File: src/rtl/videocard_host_ctrl_if.sv
// Host-controller bus bundle: program stream in, ROM write port out, core kick/finish, status.
// Purely wiring; every output the controller drives through it is registered inside the controller.
// prog_valid/prog_ready handshake is the only backpressure path; all other strobes are unconditioned.
//  master : controller side (drives ROM port, core control and status)
//  slave  : environment side (drives program words, launch/abort, interrupt_finish)
interface videocard_host_ctrl_if #(
    parameter int WIDTH    = 32,
    parameter int CORE_NUM = 4
);
    logic                 prog_valid;
    logic                 prog_ready;
    logic [WIDTH-1:0]     prog_data;
    logic                 prog_last;
    logic [WIDTH/2-1:0]   load_base;
    logic                 launch;
    logic [CORE_NUM-1:0]  launch_mask;
    logic                 abort;
    logic [WIDTH/2-1:0]   address_rom;
    logic [WIDTH-1:0]     data_in_rom;
    logic                 wren_rom;
    logic [CORE_NUM-1:0]  core_en;
    logic                 interrupt_start;
    logic                 interrupt_finish;
    logic                 busy;
    logic                 done;
    logic                 timeout;
    logic [WIDTH-1:0]     cycle_count;

    modport master (
        input  prog_valid, prog_data, prog_last, load_base,
        input  launch, launch_mask, abort, interrupt_finish,
        output prog_ready, address_rom, data_in_rom, wren_rom,
        output core_en, interrupt_start, busy, done, timeout, cycle_count
    );

    modport slave (
        output prog_valid, prog_data, prog_last, load_base,
        output launch, launch_mask, abort, interrupt_finish,
        input  prog_ready, address_rom, data_in_rom, wren_rom,
        input  core_en, interrupt_start, busy, done, timeout, cycle_count
    );
endinterface

File: src/rtl/videocard_host_ctrl.sv
// Host controller: loads a program into the shared instruction ROM, then kicks selected cores and waits for finish.
// Latency: ROM write 1 cycle after word acceptance; interrupt_start 1 cycle after launch; done 1 cycle after finish edge.
// Backpressure: prog_ready is high only in IDLE/LOAD; launch is dropped outside IDLE; abort overrides everything.
//  clk, reset (async, active-high) plain ports; all other signals through videocard_host_ctrl_if.master:
//  program stream (prog_*, load_base), launch/launch_mask/abort, ROM write port (address_rom, data_in_rom,
//  wren_rom), core control (core_en, interrupt_start, interrupt_finish), status (busy, done, timeout, cycle_count).
module videocard_host_ctrl #(
    parameter int WIDTH          = 32,
    parameter int CORE_NUM       = 4,
    parameter int START_CYCLES   = 2,
    parameter int TIMEOUT_CYCLES = 1000000
) (
    input logic                   clk,
    input logic                   reset,
    videocard_host_ctrl_if.master bus
);
    localparam int AW = WIDTH / 2;
    localparam int SW = (START_CYCLES > 1) ? $clog2(START_CYCLES) : 1;
    localparam int TW = 32;
    localparam logic [SW-1:0] START_LAST = SW'(START_CYCLES - 1);
    // Only meaningful when the timeout is enabled.
    localparam logic [TW-1:0] TO_LAST    = TW'(TIMEOUT_CYCLES - 1);

    typedef enum logic [2:0] {
        ST_IDLE  = 3'd0,
        ST_LOAD  = 3'd1,
        ST_START = 3'd2,
        ST_RUN   = 3'd3,
        ST_DONE  = 3'd4
    } state_t;

    state_t              state_q, state_d;
    logic [AW-1:0]       addr_q, addr_d;        // doubles as the ROM write pointer
    logic [WIDTH-1:0]    data_q, data_d;
    logic                wren_q, wren_d;
    logic                prog_ready_q, prog_ready_d;
    logic [CORE_NUM-1:0] core_en_q, core_en_d;
    logic                start_q, start_d;
    logic                busy_q, busy_d;
    logic                done_q, done_d;
    logic                timeout_q, timeout_d;
    logic [WIDTH-1:0]    count_q, count_d;
    logic [SW-1:0]       start_cnt_q, start_cnt_d;
    logic [TW-1:0]       run_cnt_q, run_cnt_d;
    logic                fin_prev_q;

    logic             accept;
    logic             fin_edge;
    logic [WIDTH-1:0] count_inc;

    assign accept    = bus.prog_valid & prog_ready_q;
    assign fin_edge  = bus.interrupt_finish & ~fin_prev_q;
    assign count_inc = (count_q == '1) ? count_q : count_q + WIDTH'(1);

    always_comb begin
        state_d     = state_q;
        addr_d      = addr_q;
        data_d      = data_q;
        wren_d      = 1'b0;
        core_en_d   = core_en_q;
        start_d     = 1'b0;
        done_d      = 1'b0;
        timeout_d   = 1'b0;
        count_d     = count_q;
        start_cnt_d = start_cnt_q;
        run_cnt_d   = run_cnt_q;

        if (bus.abort) begin
            // Leaves ROM contents and cycle_count as they are; no completion pulses.
            state_d   = ST_IDLE;
            core_en_d = '0;
        end else begin
            case (state_q)
                ST_IDLE: begin
                    // A first program word takes precedence over a simultaneous launch.
                    if (accept) begin
                        addr_d  = bus.load_base;
                        data_d  = bus.prog_data;
                        wren_d  = 1'b1;
                        state_d = bus.prog_last ? ST_IDLE : ST_LOAD;
                    end else if (bus.launch) begin
                        count_d = '0;
                        if (bus.launch_mask == '0) begin
                            done_d = 1'b1;
                        end else begin
                            state_d     = ST_START;
                            core_en_d   = bus.launch_mask;
                            start_d     = 1'b1;
                            start_cnt_d = '0;
                        end
                    end
                end
                ST_LOAD: begin
                    if (accept) begin
                        addr_d  = addr_q + AW'(1);
                        data_d  = bus.prog_data;
                        wren_d  = 1'b1;
                        state_d = bus.prog_last ? ST_IDLE : ST_LOAD;
                    end
                end
                ST_START: begin
                    count_d = count_inc;
                    if (start_cnt_q == START_LAST) begin
                        state_d   = ST_RUN;
                        run_cnt_d = '0;
                    end else begin
                        start_cnt_d = start_cnt_q + SW'(1);
                        start_d     = 1'b1;
                    end
                end
                ST_RUN: begin
                    // The terminating cycle does not add to cycle_count, so it reads
                    // the distance from the first START cycle to the finish cycle.
                    if (fin_edge) begin
                        state_d   = ST_DONE;
                        done_d    = 1'b1;
                        core_en_d = '0;
                    end else if ((TIMEOUT_CYCLES != 0) && (run_cnt_q == TO_LAST)) begin
                        state_d   = ST_IDLE;
                        timeout_d = 1'b1;
                        core_en_d = '0;
                    end else begin
                        count_d   = count_inc;
                        run_cnt_d = run_cnt_q + TW'(1);
                    end
                end
                ST_DONE: begin
                    state_d = ST_IDLE;
                end
                default: begin
                    state_d   = ST_IDLE;
                    core_en_d = '0;
                end
            endcase
        end

        busy_d       = (state_d != ST_IDLE);
        prog_ready_d = (state_d == ST_IDLE) || (state_d == ST_LOAD);
    end

    always_ff @(posedge clk or posedge reset) begin
        if (reset) begin
            state_q      <= ST_IDLE;
            addr_q       <= '0;
            data_q       <= '0;
            wren_q       <= 1'b0;
            prog_ready_q <= 1'b1;
            core_en_q    <= '0;
            start_q      <= 1'b0;
            busy_q       <= 1'b0;
            done_q       <= 1'b0;
            timeout_q    <= 1'b0;
            count_q      <= '0;
            start_cnt_q  <= '0;
            run_cnt_q    <= '0;
            fin_prev_q   <= 1'b0;
        end else begin
            state_q      <= state_d;
            addr_q       <= addr_d;
            data_q       <= data_d;
            wren_q       <= wren_d;
            prog_ready_q <= prog_ready_d;
            core_en_q    <= core_en_d;
            start_q      <= start_d;
            busy_q       <= busy_d;
            done_q       <= done_d;
            timeout_q    <= timeout_d;
            count_q      <= count_d;
            start_cnt_q  <= start_cnt_d;
            run_cnt_q    <= run_cnt_d;
            fin_prev_q   <= bus.interrupt_finish;
        end
    end

    assign bus.prog_ready      = prog_ready_q;
    assign bus.address_rom     = addr_q;
    assign bus.data_in_rom     = data_q;
    assign bus.wren_rom        = wren_q;
    assign bus.core_en         = core_en_q;
    assign bus.interrupt_start = start_q;
    assign bus.busy            = busy_q;
    assign bus.done            = done_q;
    assign bus.timeout         = timeout_q;
    assign bus.cycle_count     = count_q;
endmodule

File: src/flat_wrapper.sv
// flat-port wrapper written by rule: the top's interface ports become plain ports
module videocard_host_ctrl_flat 
#(
    parameter int WIDTH          = 32,
    parameter int CORE_NUM       = 4,
    parameter int START_CYCLES   = 2,
    parameter int TIMEOUT_CYCLES = 1000000
)
  (clk, reset, bus_prog_valid, bus_prog_data, bus_prog_last, bus_load_base, bus_launch, bus_launch_mask, bus_abort, bus_interrupt_finish, bus_prog_ready, bus_address_rom, bus_data_in_rom, bus_wren_rom, bus_core_en, bus_interrupt_start, bus_busy, bus_done, bus_timeout, bus_cycle_count);
  videocard_host_ctrl_if #(.WIDTH(WIDTH), .CORE_NUM(CORE_NUM)) bus_i ();
  input logic clk;
  input logic reset;
  input wire logic [$bits(bus_i.prog_valid)-1:0] bus_prog_valid;
  input wire logic [$bits(bus_i.prog_data)-1:0] bus_prog_data;
  input wire logic [$bits(bus_i.prog_last)-1:0] bus_prog_last;
  input wire logic [$bits(bus_i.load_base)-1:0] bus_load_base;
  input wire logic [$bits(bus_i.launch)-1:0] bus_launch;
  input wire logic [$bits(bus_i.launch_mask)-1:0] bus_launch_mask;
  input wire logic [$bits(bus_i.abort)-1:0] bus_abort;
  input wire logic [$bits(bus_i.interrupt_finish)-1:0] bus_interrupt_finish;
  output wire logic [$bits(bus_i.prog_ready)-1:0] bus_prog_ready;
  output wire logic [$bits(bus_i.address_rom)-1:0] bus_address_rom;
  output wire logic [$bits(bus_i.data_in_rom)-1:0] bus_data_in_rom;
  output wire logic [$bits(bus_i.wren_rom)-1:0] bus_wren_rom;
  output wire logic [$bits(bus_i.core_en)-1:0] bus_core_en;
  output wire logic [$bits(bus_i.interrupt_start)-1:0] bus_interrupt_start;
  output wire logic [$bits(bus_i.busy)-1:0] bus_busy;
  output wire logic [$bits(bus_i.done)-1:0] bus_done;
  output wire logic [$bits(bus_i.timeout)-1:0] bus_timeout;
  output wire logic [$bits(bus_i.cycle_count)-1:0] bus_cycle_count;
  assign bus_i.prog_valid = bus_prog_valid;
  assign bus_i.prog_data = bus_prog_data;
  assign bus_i.prog_last = bus_prog_last;
  assign bus_i.load_base = bus_load_base;
  assign bus_i.launch = bus_launch;
  assign bus_i.launch_mask = bus_launch_mask;
  assign bus_i.abort = bus_abort;
  assign bus_i.interrupt_finish = bus_interrupt_finish;
  assign bus_prog_ready = bus_i.prog_ready;
  assign bus_address_rom = bus_i.address_rom;
  assign bus_data_in_rom = bus_i.data_in_rom;
  assign bus_wren_rom = bus_i.wren_rom;
  assign bus_core_en = bus_i.core_en;
  assign bus_interrupt_start = bus_i.interrupt_start;
  assign bus_busy = bus_i.busy;
  assign bus_done = bus_i.done;
  assign bus_timeout = bus_i.timeout;
  assign bus_cycle_count = bus_i.cycle_count;
  videocard_host_ctrl #(.WIDTH(WIDTH), .CORE_NUM(CORE_NUM), .START_CYCLES(START_CYCLES), .TIMEOUT_CYCLES(TIMEOUT_CYCLES)) u_core (.clk(clk), .reset(reset), .bus(bus_i));
endmodule
File: config.mk
export PLATFORM = sky130hd
export DESIGN_NAME = videocard_host_ctrl_flat
export DESIGN_NICKNAME = d
export VERILOG_FILES = /design/src/rtl/videocard_host_ctrl_if.sv /design/src/rtl/videocard_host_ctrl.sv /design/src/flat_wrapper.sv
export SDC_FILE = /design/constraint.sdc
export NUM_CORES = 1
export LEC_CHECK = 0
export CORE_ASPECT_RATIO = 1.25
export CORE_MARGIN = 4
export CORE_UTILIZATION = 54
export CTS_CLUSTER_SIZE = 8
export DETAILED_ROUTE_END_ITERATION = 6
export PLACE_DENSITY_LB_ADDON = 0.3
export SKIP_LAST_GASP = 1
export SYNTH_ARGS = -nofsm -noshare
export SYNTH_HDL_FRONTEND = slang
export SYNTH_SLANG_ARGS = --single-unit
File: constraint.sdc
create_clock -name clk -period 7.3 [get_ports clk]
set_input_delay 0.73 -clock clk [delete_from_list [all_inputs] [get_ports clk]]
set_output_delay 0.73 -clock clk [all_outputs]
set_load 0.01 [all_outputs]
==> results of run 1 <==
stage by stage:
stage / setup WS, ns / util / hold slack (ns)
after global routing: 3.93 / 0.747 / 0.525
after global placement: 3.94 / 0.692 / 0.487
final: 4.09 / 0.747 / 0.505
after CTS: 4.16 / 0.747 / 0.507
after detailed placement: 3.86 / 0.692 / 0.494
after floorplan: 3.19 / - / 0.497
worst max-delay path, cell delays in order (launching register included):
cell and delay [ns]:
dfrtp_1 0.91, nor2_1 0.28, nor4_4 0.20, buf_4 0.36
a21oi_1 0.13, a211oi_2 0.59, or4b_1 0.48, a21oi_1 0.17
final cells by class:
type | instances | area share
Timing Repair Buffer | 155 | 0.177
Sequential cell | 127 | 0.366
Clock inverter | 13 | 0.0216
Inverter | 16 | 0.00721
Multi-Input combinational cell | 503 | 0.353
Clock buffer | 19 | 0.0522
Tap cell | 161 | 0.0232
routing by layer:
metal	wire length, um	vias to the layer above	part of all wire	global-route usage
li1	-	2807	-	-
met1	7030	2928	0.40	0.336
met2	8850	299	0.50	0.436
met3	1360	39	0.077	0.0703
met4	459	0	0.026	0.0892
met5	0	-	0	0
cells in the final DEF, fill, tap and decap left out, types with 5 or more instances in the layout:
master,count
buf_4,7
o21ai_1,5
clkdlybuf4s50_1,148
nand3_1,37
or4_1,7
and4_1,9
nor4_1,9
o22ai_1,7
or3_1,14
a31oi_1,10
dfrtp_1,126
inv_1,15
a21oi_1,62
mux2_2,33
nor3_1,12
nand2_1,59
clkbuf_16,17
o21ai_0,76
nand2b_1,14
nor2_1,40
xnor2_1,5
and3_1,10
o31ai_1,23
nand4_1,14
power groups by stage:
stage	logic, mW	registers [mW]	clock network [mW]
floorplan	0.228	0.949	0
global placement	0.540	0.922	0
detailed placement	0.554	0.932	0
CTS	0.567	0.926	0.916
global route	0.611	0.944	0.952
finish	0.561	0.927	0.910
sequential cells by signal (all words and copies together) (netlist names):
| name | count |
|---|---|
| u_core.bus.data_in_rom | 32 |
| u_core.bus.core_en | 4 |
| u_core.bus.prog_ready | 1 |
| u_core.state_q | 3 |
| u_core.run_cnt_q | 32 |
| u_core.bus.wren_rom | 1 |
| u_core.bus.timeout | 1 |
| u_core.start_cnt_q | 1 |
| u_core.fin_prev_q | 1 |
| u_core.bus.interrupt_start | 1 |
| u_core.bus.address_rom | 16 |
| u_core.bus.busy | 1 |
| u_core.bus.cycle_count | 32 |
| u_core.bus.done | 1 |
worst max-delay path by stage:
stage / from / slack, ns / end
3_3_place_gp: bus_abort / 3.94 / u_core.run_cnt_q[29]
3_5_place_dp: bus_abort / 3.86 / u_core.run_cnt_q[29]
6_report: u_core.state_q[0] / 4.09 / u_core.run_cnt_q[29]
5_1_grt: u_core.state_q[0] / 3.93 / u_core.run_cnt_q[29]
4_1_cts: u_core.state_q[0] / 4.16 / u_core.run_cnt_q[29]
2_1_floorplan: reset / 3.19 / u_core.bus.address_rom[0]
cell families (layout without fill, tap and decap cells):
| kind of cell | Yosys count | count (layout) | share of synthesized area |
|---|---|---|---|
| buf+inv | 48 | 203 | 0.0313 |
| simple gates | 251 | 251 | 0.209 |
| xor+xnor | 5 | 5 | 0.00681 |
| compound gates | 206 | 206 | 0.187 |
| flops | 127 | 127 | 0.494 |
| fa+ha+maj | 4 | 4 | 0.00740 |
| mux | 37 | 37 | 0.0640 |
==> flow_summary.json, run 1 <==
{
  "syn_area_um2": 6430,
  "initial_core_util": 0.554,
  "drtPass1Iterations": 6,
  "drive_gt1_frac": 0.106,
  "power.internal_mw": 1.71,
  "cts-htree-levels": 4,
  "reg2reg_depth": 7,
  "portBuffers": 148,
  "grt-ovfl-total": 0,
  "viasPerCell": 6.11,
  "track_usage": 0.262,
  "path_clk_slew_ns": 0.06,
  "fin_tns_setup_ns": 0,
  "cts_hold_buf": 0,
  "worstPathMaxFanout": 31,
  "worstSkewPairLatency_ns": 0.42,
  "yosysTopAreaCellShare": 0.490,
  "status": "complete, no violations",
  "post-cts-setup-buffer-count": 0,
  "grt_pass1_wl_mm": 29.2,
  "power.total_mw": 2.40,
  "grt_max_degree": 85,
  "cp-start-kind": "flip-flop",
  "multi_input_area_um2": 3060,
  "yosysWarningCount": 0,
  "antenna_found_initial": 0,
  "clock_skew_ns": 0.00923,
  "cts.repair.resized": 0,
  "syn-num-nets": 740,
  "final_antenna_net_count": 0,
  "synth_common_cells": "dfrtp_1, o21ai_0, a21oi_1",
  "totalWireLength_mm": 17.7,
  "cp.arrival_ns": 3.54,
  "rr_startpoint": "u_core.state_q[0]",
  "critPathKind": "reg -> reg",
  "regArea_um2": 3180,
  "wl_per_cell_um": 17.8,
  "cts_tree": "yes",
  "max_freq_mhz": 312,
  "synth-edff-count": 0,
  "coreArea_um2": 11600,
  "yosysSeqAreaShare": 0.494,
  "area_growth_pct": 35.0,
  "swShare": 0.287,
  "grt_setup_unrepaired": "false",
  "clockBufferDepth": 2,
  "routabilityCongestion": 0.904,
  "die_y_um": 130,
  "synth_area_per_cell_um2": 9.48,
  "grt_pass1_vias": 5987,
  "cts.sinks": 127,
  "fin_crit_ns": 3.21,
  "pwr-share-seq": 0.386,
  "drv_cap": 0,
  "cp-end-kind": "flip-flop",
  "drcViolationCount": 0,
  "synthTopCellsByArea": "dfrtp_1, o21ai_0, mux2_2",
  "synth_most_common_cell": "dfrtp_1",
  "io-pin-count": 149,
  "synth_cell_types": 57,
  "power_density_nw_per_um2": 276,
  "place_area_um2": 8040,
  "clkPwrFrac": 0.379,
  "fp.dieArea_um2": 13700,
  "pwr-share-comb": 0.234,
  "slew_headroom": 0.300,
  "drtIter0Drc": 396,
  "slew_viol_final": 0,
  "worstHoldStart": "u_core.bus.data_in_rom[7]",
  "design_area_um2": 8680,
  "fin_crit_sh": 0.439,
  "hold_end": "u_core.bus.data_in_rom[7]",
  "synth_seq_cells": 127,
  "cts_made_buffers": 17,
  "p_sw_mw": 0.689,
  "synth_flop_cell": "dfrtp_1",
  "ys_async_sr_fraction": 1.00,
  "setup_viol": 0,
  "syn_inst": 678,
  "fillers": 793,
  "nets": 882,
  "cts-root-buf": "clkbuf_16",
  "chipWidth_um": 106,
  "cp.required_ns": 7.63,
  "diodes": 0,
  "hold_class": "reg -> reg",
  "ir_worst_vdd_mv": 0.202,
  "synth_top_area_cell": "dfrtp_1",
  "tightest_slew_ns": 1.04,
  "dp_hpwl_mm": 11.7,
  "rr_endpoint": "u_core.run_cnt_q[29]",
  "dpl.cell_count": 962,
  "fin_cells": 994,
  "min_path_cells": 1,
  "r2r_slack_ns": 4.09,
  "hold_viol": 0,
  "rows": 44,
  "p_leak_nw": 3.40,
  "vias": 6073
}
(Power assumes the default switching activity.)
==> run 2: changes to the inputs <==
--- a/config.mk
+++ b/config.mk
@@ -7,7 +7,7 @@
 export LEC_CHECK = 0
 export CORE_ASPECT_RATIO = 1.25
 export CORE_MARGIN = 4
-export CORE_UTILIZATION = 54
+export CORE_UTILIZATION = 51
 export CTS_CLUSTER_SIZE = 8
 export DETAILED_ROUTE_END_ITERATION = 6
 export PLACE_DENSITY_LB_ADDON = 0.3
==> constraint.sdc (replaced) <==
create_clock -name clk -period 3.16 [get_ports clk]
set_input_delay 0.316 -clock clk [delete_from_list [all_inputs] [get_ports clk]]
set_output_delay 0.316 -clock clk [all_outputs]
set_load 0.01 [all_outputs]
==> run 2 against run 1 <==
  * Total power increased by 130%
  * Fmax increased by 17%
  * Clock skew increased by 0.0030 ns
  * Cell count increased by 1.0%
  * Non-clock buffer count increased by 8
  * Combinational power increased by 140%
  * Critical path depth increased by 1
  * Clock power increased by 130%
  * Sequential power increased by 130%
  * Setup slack got worse by 3.7 ns
  * Count of clock-buffer cells in the layout unchanged
  * Critical path type unchanged
  * Critical endpoint is now u_core.bus.cycle_count[20]
==> flow_summary.json, run 2 (same netlist as run 1, synthesis figures left out) <==
{
  "post-route-util": 0.714,
  "critPathMaxStageDelay_ns": 0.75,
  "drcViolationCount": 0,
  "ir_worst_vdd_mv": 0.399,
  "hold_class": "in -> async",
  "design_area_um2": 8760,
  "cts_tree": "yes",
  "critPathKind": "reg -> reg",
  "diodes": 0,
  "nets": 890,
  "viasPerCell": 6.16,
  "rows": 45,
  "cts.sinks": 127,
  "cts.repair.resized": 0,
  "grt_max_degree": 66,
  "coreArea_um2": 12300,
  "rr_endpoint": "u_core.bus.cycle_count[20]",
  "p_leak_nw": 3.43,
  "grt-ovfl-total": 0,
  "drtIter0Drc": 547,
  "drv_cap": 0,
  "critPathLaunch": "u_core.bus.cycle_count[0]",
  "cts_hold_buf": 0,
  "cp.required_ns": 3.46,
  "fin_crit_sh": 0.865,
  "endpoint": "u_core.bus.cycle_count[20]",
  "cts-htree-levels": 4,
  "use_met2": 0.432,
  "place_area_um2": 8130,
  "die_y_um": 134,
  "hold_viol": 0,
  "grt_setup_unrepaired": "false",
  "fin_tns_setup_ns": 0,
  "worstPathMaxFanout": 24,
  "reg2reg_depth": 8,
  "final_common_cell": "clkdlybuf4s50_1",
  "power_density_nw_per_um2": 632,
  "fillers": 934,
  "layout_common_cells": "clkdlybuf4s50_1, dfrtp_1, o21ai_0, a21oi_1, nand2_1",
  "setup_slack_ns": 0.427,
  "grt_pass1_vias": 6131,
  "slew_viol_final": 0,
  "drtPass1Iterations": 5,
  "holdWs_ns": 0.355,
  "slew_headroom": 0.360,
  "post-cts-setup-buffer-count": 0,
  "antenna_found_initial": 0,
  "dpl.cell_count": 973,
  "grtUsageMet3": 0.0737,
  "cp-end-kind": "flip-flop",
  "cp.arrival_ns": 3.03,
  "fin_cells": 1004,
  "chipWidth_um": 108,
  "setup_viol": 0,
  "path_cells": "ha_1, nand3_1, nor4_1, nand4_1, o211ai_1, buf_4, nand2b_1, o21ai_0",
  "cp-start-kind": "flip-flop",
  "routabilityCongestion": 0.898,
  "dpl_worst_slack_ns": 0.489,
  "totalWireLength_mm": 18.1,
  "initial_core_util": 0.524,
  "path_clk_slew_ns": 0.06,
  "io-pin-count": 149,
  "final_antenna_net_count": 0,
  "clockBufferDepth": 2,
  "max_freq_mhz": 366,
  "clock_skew_ns": 0.0122,
  "drive_gt1_frac": 0.112,
  "tightest_slew_ns": 0.954,
  "grtUsageMet1": 0.310,
  "wl_per_cell_um": 18.1,
  "portBuffers": 148,
  "track_usage": 0.257,
  "cts_made_buffers": 17,
  "status": "complete, no violations",
  "vias": 6185,
  "rr_startpoint": "u_core.bus.cycle_count[0]",
  "critPathSlowestCell": "nor4_1",
  "worstSkewPairLatency_ns": 0.43,
  "r2r_slack_ns": 0.43,
  "grt-busiest-layer": "met2",
  "dp_hpwl_mm": 12.4,
  "cts-root-buf": "clkbuf_16",
  "area_growth_pct": 36.2,
  "grt_pass1_wl_mm": 29.9,
  "power.total_mw": 5.54,
  "fp.dieArea_um2": 14500,
  "fin_crit_ns": 2.73
}
[run 2: changes by cell type in the layout (fill, tap and decap cells not counted), moves of 2 or more]
cell / previous run / this run
clkinvlp_4: 3 / 5
clkinv_4: 4 / 2
inv_6: 0 / 2
clkinv_2: 2 / 0
buf_12: 0 / 2
buf_4: 7 / 13
[run 2: report_power, final]
part	total, mW	switching [mW]	internal [mW]
clock network	2.09	0.745	1.34
registers	2.12	0.237	1.88
logic	1.33	0.617	0.713
total	5.54	1.60	3.94
[run 2: layer usage]
| layer | share of wire | wire length [um] |
|---|---|---|
| met1 | 0.38 | 6950 |
| met2 | 0.51 | 9300 |
| met3 | 0.076 | 1390 |
| met4 | 0.027 | 492 |
| met5 | 0 | 0 |
[run 2: worst min-delay path by stage]
stage	end	slack [ns]	cells past startpoint
after global placement	u_core.bus.data_in_rom[10]	0.49	1
final	u_core.start_cnt_q	0.35	2
after global routing	u_core.bus.data_in_rom[7]	0.40	2
after floorplan	u_core.fin_prev_q	0.35	0
after CTS	u_core.bus.data_in_rom[13]	0.36	2
after detailed placement	u_core.bus.data_in_rom[8]	0.49	1
[run 2: final cells by class]
class                   count  area, um2  area share
well taps                 164        205      0.0234
flip-flops and latches    127       3180       0.363
inverters                  16       63.8     0.00729
repair buffers            163       1620       0.185
clock inverters            12        185      0.0211
clock buffers              19        443      0.0506
multi-input cells         503       3060       0.350
[run 2: critical path: cells and delay by family (launching register included)]
family | cells | cell delay, ns
fa+ha+maj | 1 | 0.25
compound gates | 2 | 0.24
simple gates | 4 | 1.37
buf+inv | 1 | 0.31
flops | 1 | 0.43
